==> src/rtl/fetch_pkg.sv <==
// Shared types and constants for the instruction prefetch queue.
// Used by fetch_queue and fetchq_storage.
package fetch_pkg;

    typedef struct packed {
        logic [31:0] instr;
        logic [31:0] next_addr;
    } fetchq_entry_t;

    localparam logic [31:0] FETCH_NOP = 32'h0;
    localparam logic [31:0] PC_STEP   = 32'd4;

endpackage

==> src/rtl/fetch_queue_if.sv <==
// Fetch queue bus: instruction memory port, redirect/pop control, head outputs.
// master = queue side, slave = memory/decode/EX side.
interface fetch_queue_if #(
    parameter int DEPTH = 4
);
    localparam int CW = $clog2(DEPTH) + 1;

    logic          Redirect;
    logic [31:0]   RedirectPC;
    logic          Pop;
    logic [31:0]   IM_Addr;
    logic [31:0]   IM_Data;
    logic          Out_Valid;
    logic [31:0]   Out_Instruction;
    logic [31:0]   Out_NextAddress;
    logic [CW-1:0] Count;

    modport master (
        input  Redirect, RedirectPC, Pop, IM_Data,
        output IM_Addr, Out_Valid, Out_Instruction,
        output Out_NextAddress, Count
    );

    modport slave (
        output Redirect, RedirectPC, Pop, IM_Data,
        input  IM_Addr, Out_Valid, Out_Instruction,
        input  Out_NextAddress, Count
    );

endinterface

==> src/rtl/fetchq_storage.sv <==
// Entry array for the fetch queue: one write port, one async read port.
// Entries are not reset; validity is tracked by the queue count.
module fetchq_storage
    import fetch_pkg::*;
#(
    parameter int DEPTH = 4,
    parameter int AW    = $clog2(DEPTH)
) (
    input  logic          Clk,
    input  logic          we,
    input  logic [AW-1:0] waddr,
    input  fetchq_entry_t wdata,
    input  logic [AW-1:0] raddr,
    output fetchq_entry_t rdata
);

    fetchq_entry_t mem [DEPTH];

    always_ff @(posedge Clk) begin
        if (we) mem[waddr] <= wdata;
    end

    assign rdata = mem[raddr];

endmodule

==> src/rtl/fetch_queue.sv <==
// Instruction prefetch queue between instruction memory and IF/ID.
// Optional same-cycle fetch-to-head bypass: define FETCHQ_BYPASS_EN.
module fetch_queue
    import fetch_pkg::*;
#(
    parameter int          DEPTH    = 4,
    parameter logic [31:0] RESET_PC = 32'h0000_0000
) (
    input  logic          Clk,
    input  logic          Reset,
    fetch_queue_if.master bus
);

    localparam int AW = $clog2(DEPTH);
    localparam int CW = AW + 1;
    localparam logic [CW-1:0] FULL = CW'(DEPTH);

    logic [31:0]   fpc;
    logic [AW-1:0] wptr;
    logic [AW-1:0] rptr;
    logic [CW-1:0] count;

    logic          q_valid;
    logic          pop_q;
    logic          push;
    logic          byp_take;
    fetchq_entry_t wdata;
    fetchq_entry_t head;

    assign q_valid = (count != '0);

`ifdef FETCHQ_BYPASS_EN
    logic byp_valid;
    // Gated by reset so the head reads as empty while held in reset.
    assign byp_valid = !q_valid && !bus.Redirect && Reset;
    assign byp_take  = byp_valid && bus.Pop;
`else
    assign byp_take  = 1'b0;
`endif

    assign pop_q = bus.Pop && q_valid && !bus.Redirect;
    assign push  = !bus.Redirect && (count != FULL || pop_q) && !byp_take;

    assign wdata = '{instr: bus.IM_Data, next_addr: fpc + PC_STEP};

    always_ff @(posedge Clk or negedge Reset) begin
        if (!Reset) begin
            fpc   <= RESET_PC;
            wptr  <= '0;
            rptr  <= '0;
            count <= '0;
        end else if (bus.Redirect) begin
            fpc   <= bus.RedirectPC;
            wptr  <= '0;
            rptr  <= '0;
            count <= '0;
        end else begin
            if (push || byp_take) fpc <= fpc + PC_STEP;
            if (push)             wptr <= wptr + 1'b1;
            if (pop_q)            rptr <= rptr + 1'b1;
            if (push && !pop_q)
                count <= count + 1'b1;
            else if (pop_q && !push)
                count <= count - 1'b1;
        end
    end

    fetchq_storage #(
        .DEPTH (DEPTH)
    ) u_storage (
        .Clk   (Clk),
        .we    (push),
        .waddr (wptr),
        .wdata (wdata),
        .raddr (rptr),
        .rdata (head)
    );

    always_comb begin
        bus.Out_Valid       = q_valid;
        bus.Out_Instruction = q_valid ? head.instr     : FETCH_NOP;
        bus.Out_NextAddress = q_valid ? head.next_addr : 32'h0;
`ifdef FETCHQ_BYPASS_EN
        if (byp_valid) begin
            bus.Out_Valid       = 1'b1;
            bus.Out_Instruction = bus.IM_Data;
            bus.Out_NextAddress = fpc + PC_STEP;
        end
`endif
    end

    assign bus.IM_Addr = fpc;
    assign bus.Count   = count;

endmodule
==> src/flat_wrapper.sv <==
// flat-port wrapper written by rule: the top's interface ports become plain ports
module fetch_queue_flat import fetch_pkg::*;
#(
    parameter int          DEPTH    = 4,
    parameter logic [31:0] RESET_PC = 32'h0000_0000
)
  (Clk, Reset, bus_Redirect, bus_RedirectPC, bus_Pop, bus_IM_Data, bus_IM_Addr, bus_Out_Valid, bus_Out_Instruction, bus_Out_NextAddress, bus_Count);
  fetch_queue_if #(.DEPTH(DEPTH)) bus_i ();
  input  logic Clk;
  input  logic Reset;
  input wire logic [$bits(bus_i.Redirect)-1:0] bus_Redirect;
  input wire logic [$bits(bus_i.RedirectPC)-1:0] bus_RedirectPC;
  input wire logic [$bits(bus_i.Pop)-1:0] bus_Pop;
  input wire logic [$bits(bus_i.IM_Data)-1:0] bus_IM_Data;
  output wire logic [$bits(bus_i.IM_Addr)-1:0] bus_IM_Addr;
  output wire logic [$bits(bus_i.Out_Valid)-1:0] bus_Out_Valid;
  output wire logic [$bits(bus_i.Out_Instruction)-1:0] bus_Out_Instruction;
  output wire logic [$bits(bus_i.Out_NextAddress)-1:0] bus_Out_NextAddress;
  output wire logic [$bits(bus_i.Count)-1:0] bus_Count;
  assign bus_i.Redirect = bus_Redirect;
  assign bus_i.RedirectPC = bus_RedirectPC;
  assign bus_i.Pop = bus_Pop;
  assign bus_i.IM_Data = bus_IM_Data;
  assign bus_IM_Addr = bus_i.IM_Addr;
  assign bus_Out_Valid = bus_i.Out_Valid;
  assign bus_Out_Instruction = bus_i.Out_Instruction;
  assign bus_Out_NextAddress = bus_i.Out_NextAddress;
  assign bus_Count = bus_i.Count;
  fetch_queue #(.DEPTH(DEPTH), .RESET_PC(RESET_PC)) u_core (.Clk(Clk), .Reset(Reset), .bus(bus_i));
endmodule
==> config.mk <==
export PLATFORM = sky130hd
export DESIGN_NAME = fetch_queue_flat
export DESIGN_NICKNAME = d
export VERILOG_FILES = /design/src/rtl/fetch_pkg.sv /design/src/rtl/fetch_queue_if.sv /design/src/rtl/fetchq_storage.sv /design/src/rtl/fetch_queue.sv /design/src/flat_wrapper.sv
export SDC_FILE = /design/constraint.sdc
export NUM_CORES = 1
export LEC_CHECK = 0
export ABC_AREA = 1
export ABC_CLOCK_PERIOD_IN_PS = 3150
export CAP_MARGIN = 20
export CORE_MARGIN = 2
export CORE_UTILIZATION = 40
export CTS_CLUSTER_DIAMETER = 60
export CTS_CLUSTER_SIZE = 24
export DETAILED_ROUTE_END_ITERATION = 7
export PLACE_DENSITY_LB_ADDON = 0.2
export SLEW_MARGIN = 20
export SYNTH_ARGS = -nofsm -noshare
export SYNTH_HDL_FRONTEND = slang
export SYNTH_SLANG_ARGS = --single-unit
export TNS_END_PERCENT = 100
==> constraint.sdc <==
create_clock -name Clk -period 3.15 [get_ports Clk]
set_clock_uncertainty 0.05 [all_clocks]
set_input_delay 0.4725 -clock Clk [delete_from_list [all_inputs] [get_ports Clk]]
set_output_delay 0.4725 -clock Clk [all_outputs]
set_load 0.05 [all_outputs]
==> results.md <==
- Setup TNS: 0 ps
- Pre-Repair DR Iteration Count: 4
- DR iter-0 viols: 624
- Number of enable flip-flop cells after synthesis: 256
- Via density: 5.04
- GR Util All Layers: 18.5%
- Unique cell type count in the Yosys netlist: 36
- Core Region: 0.0313 mm2
- Max Transition Viols Final: 0
- I/O Buffers: 167
- Endpoints failing setup: 0
- Detailed-route DRC error count: 0
- Area Growth Syn to Fin: 22.7%
- Layout cells sized above 1: 12.8%
- Syn Inst Count: 1147
- Vias in the first global route: 8584
- Final WL: 30500 um
- Worst-Margin Slew: 954 ps
- Overall power: 12.9 mW
- Hold Violations, Final: 0
- Synth Register Bits: 295
- Slew Limit Headroom: 36.4%
- IO Pins: 168
- Vias post-DR: 8646
- Die width: 182 um
- Placement Setup Slack: 634 ps
- Synth Cell Area: 0.0126 mm2
- LEAKAGE: 5.71 nW
- Syn avg cell area: 11.0 um2
- Worst Setup Slack, final: 289 ps
- Critical Path RT: 2630 ps
- Synth top area cells: edfxtp_1, nor2_1, dfrtp_1, o21ai_0, nand2_1
- VDD IR max: 0.000392 V
- CTS Sinks: 295
- GRT overflow: 0
- Worst Setup Path Type: reg2out
- Clk_lat worst skew: 530 ps
- Max cap viols: 0
- Largest net degree at the start of global routing: 98
- Most frequent cells in the layout: nor2_1, edfxtp_1, nand2_1
- H-tree Lvls: 1
- N_diodes: 0
- Crit end category: primary output
- Inserted Clock Buffers: 22
- Site row count: 65
- Worst r2r src: u_core.bus.IM_Addr[3]
- Status: complete, no violations
- HPWL after detailed placement: 18700 um
- Mean routed wirelength per cell: 17.8 um
- Clock Tree Buf Depth: 3
- CP Data Arrival Time: 2340 ps
- Mapped Nets: 1221
- CTS tree: done
- Highest clock rate: 350 MHz
- Initial Util: 40.3%
- FF-to-FF End: u_core.u_storage.mem[3][22]
- Clock slew at reported path FFs: 90 ps
- Reg2reg setup slack: 1110 ps
- Critical path fanouts, max: 31
- Fin crit period: 2860 ps
- Antenna Violating Nets Remaining: 0
- Clock Root Buffer: clkbuf_16
- Die Footprint: 0.0330 mm2
- Biggest area consumer among synthesized cells: edfxtp_1
- Pwr Density: 832 mW/mm2
- Post-synth top area share: 60.9%
- Ys async rst share: 13.2%
- Initial antenna violation count: 0
- Hold crit path type: in2async
- RSZ-0062 raised after global routing: no
- Final RePlAce weighted congestion: 0.939
- Top_reg_cell synth: edfxtp_1
- Global-route wire length before repair: 47800 um
- FF-to-FF path depth: 8
- CP Launch Type: flop
- Final Net Count: 1372
- Chip height: 182 um
- Yosys warns: 0
- Register area share after synthesis: 68.7%
- Final worst path period share: 90.8%
- Most common cell after layout, fill and taps aside: nor2_1
[logic make-up after synthesis]
logic type | count (synthesis) | synth area share, %
AOI/OAI and AO/OA | 223 | 9.40
xor gates and xnor gates | 15 | 1.46
adders and majority gates | 6 | 0.655
buffers and inverters | 98 | 3.39
DFF | 295 | 68.7
and+or+nand+nor | 510 | 16.4
[worst max path at each step]
stage | startpoint | slack, ps | cells after the start | to
2_1_floorplan | u_core.bus.Count[0] | 60 | 5 | u_core.u_storage.mem[0][0]
3_3_place_gp | bus_Pop | 640 | 6 | u_core.u_storage.mem[2][35]
3_5_place_dp | bus_Pop | 630 | 6 | u_core.u_storage.mem[0][51]
4_1_cts | u_core.rptr[0] | 110 | 6 | bus_Out_NextAddress[15]
5_1_grt | u_core.rptr[0] | 100 | 6 | bus_Out_NextAddress[15]
6_report | u_core.rptr[0] | 290 | 5 | bus_Out_Instruction[31]
[synthesized netlist by cell type (6+ instances only)]
library cell / number
xor2_2: 6
dfrtp_1: 39
a22oi_1: 21
edfxtp_1: 256
buf_2: 30
nand2_1: 171
nor2_4: 8
o21ai_0: 130
nor2_2: 8
inv_1: 33
nand3_1: 20
nor2_1: 290
a21oi_1: 66
clkbuf_1: 15
buf_1: 11
[per-stage QoR]
| stage | instance area [um2] | hold slack (ps) | util [%] | instances |
|---|---|---|---|---|
| after floorplan | 12600 | 127 | - | 1147 |
| after CTS | 15400 | 45.2 | 49.3 | 1714 |
| after global placement | 14600 | 490 | 46.8 | 1675 |
| after detailed placement | 14600 | 499 | 46.8 | 1675 |
| after global routing | 15500 | 105 | 49.4 | 1715 |
| final | 15500 | 41.0 | 49.4 | 1715 |
[metal layers]
| metal | routed length, um | GRT usage [%] | up-vias |
|---|---|---|---|
| met4 | 501 | 3.77 | 0 |
| met1 | 13900 | 26.3 | 4162 |
| met2 | 14500 | 30.4 | 228 |
| met3 | 1520 | 2.85 | 32 |
| met5 | 0 | 0 | - |
| li1 | - | - | 4224 |
[power breakdown]
group	internal (mW)	leakage (nW)	switching, mW
combinational	1.34	2.48	3.56
clock	1.56	0.394	1.51
sequential	4.70	2.84	0.216
[cell type report]
| type | instances | area [um2] |
|---|---|---|
| fillers | 2793 | 15800 |
| flip-flops and latches | 295 | 8670 |
| multi-input cells | 754 | 3530 |
| repair buffers | 187 | 1820 |
| clock buffers | 25 | 593 |
| well taps | 402 | 503 |
| clock inverters | 14 | 210 |
| inverters | 38 | 145 |
[flip-flops by register name, indices dropped and copies added (netlist names)]
register / flops
u_core.bus.Count: 3
u_core.bus.IM_Addr: 32
u_core.rptr: 2
u_core.u_storage.mem: 256
u_core.wptr: 2
[critical path: stages, from the launching register on]
cell and delay [ps]:
dfrtp_4 620, inv_4 240, buf_4 350, o21ai_0 140, a21oi_1 220, buf_4 240
[what timing repair did]
| action | 4_1_cts | 5_1_grt |
|---|---|---|
| setup endpoints to repair | 0 | 11 |
| setup buffers | 0 | 1 |
| hold buffers | 0 | 0 |
| resized for setup | 0 | 2 |
Power figures use the tool's default switching activity.
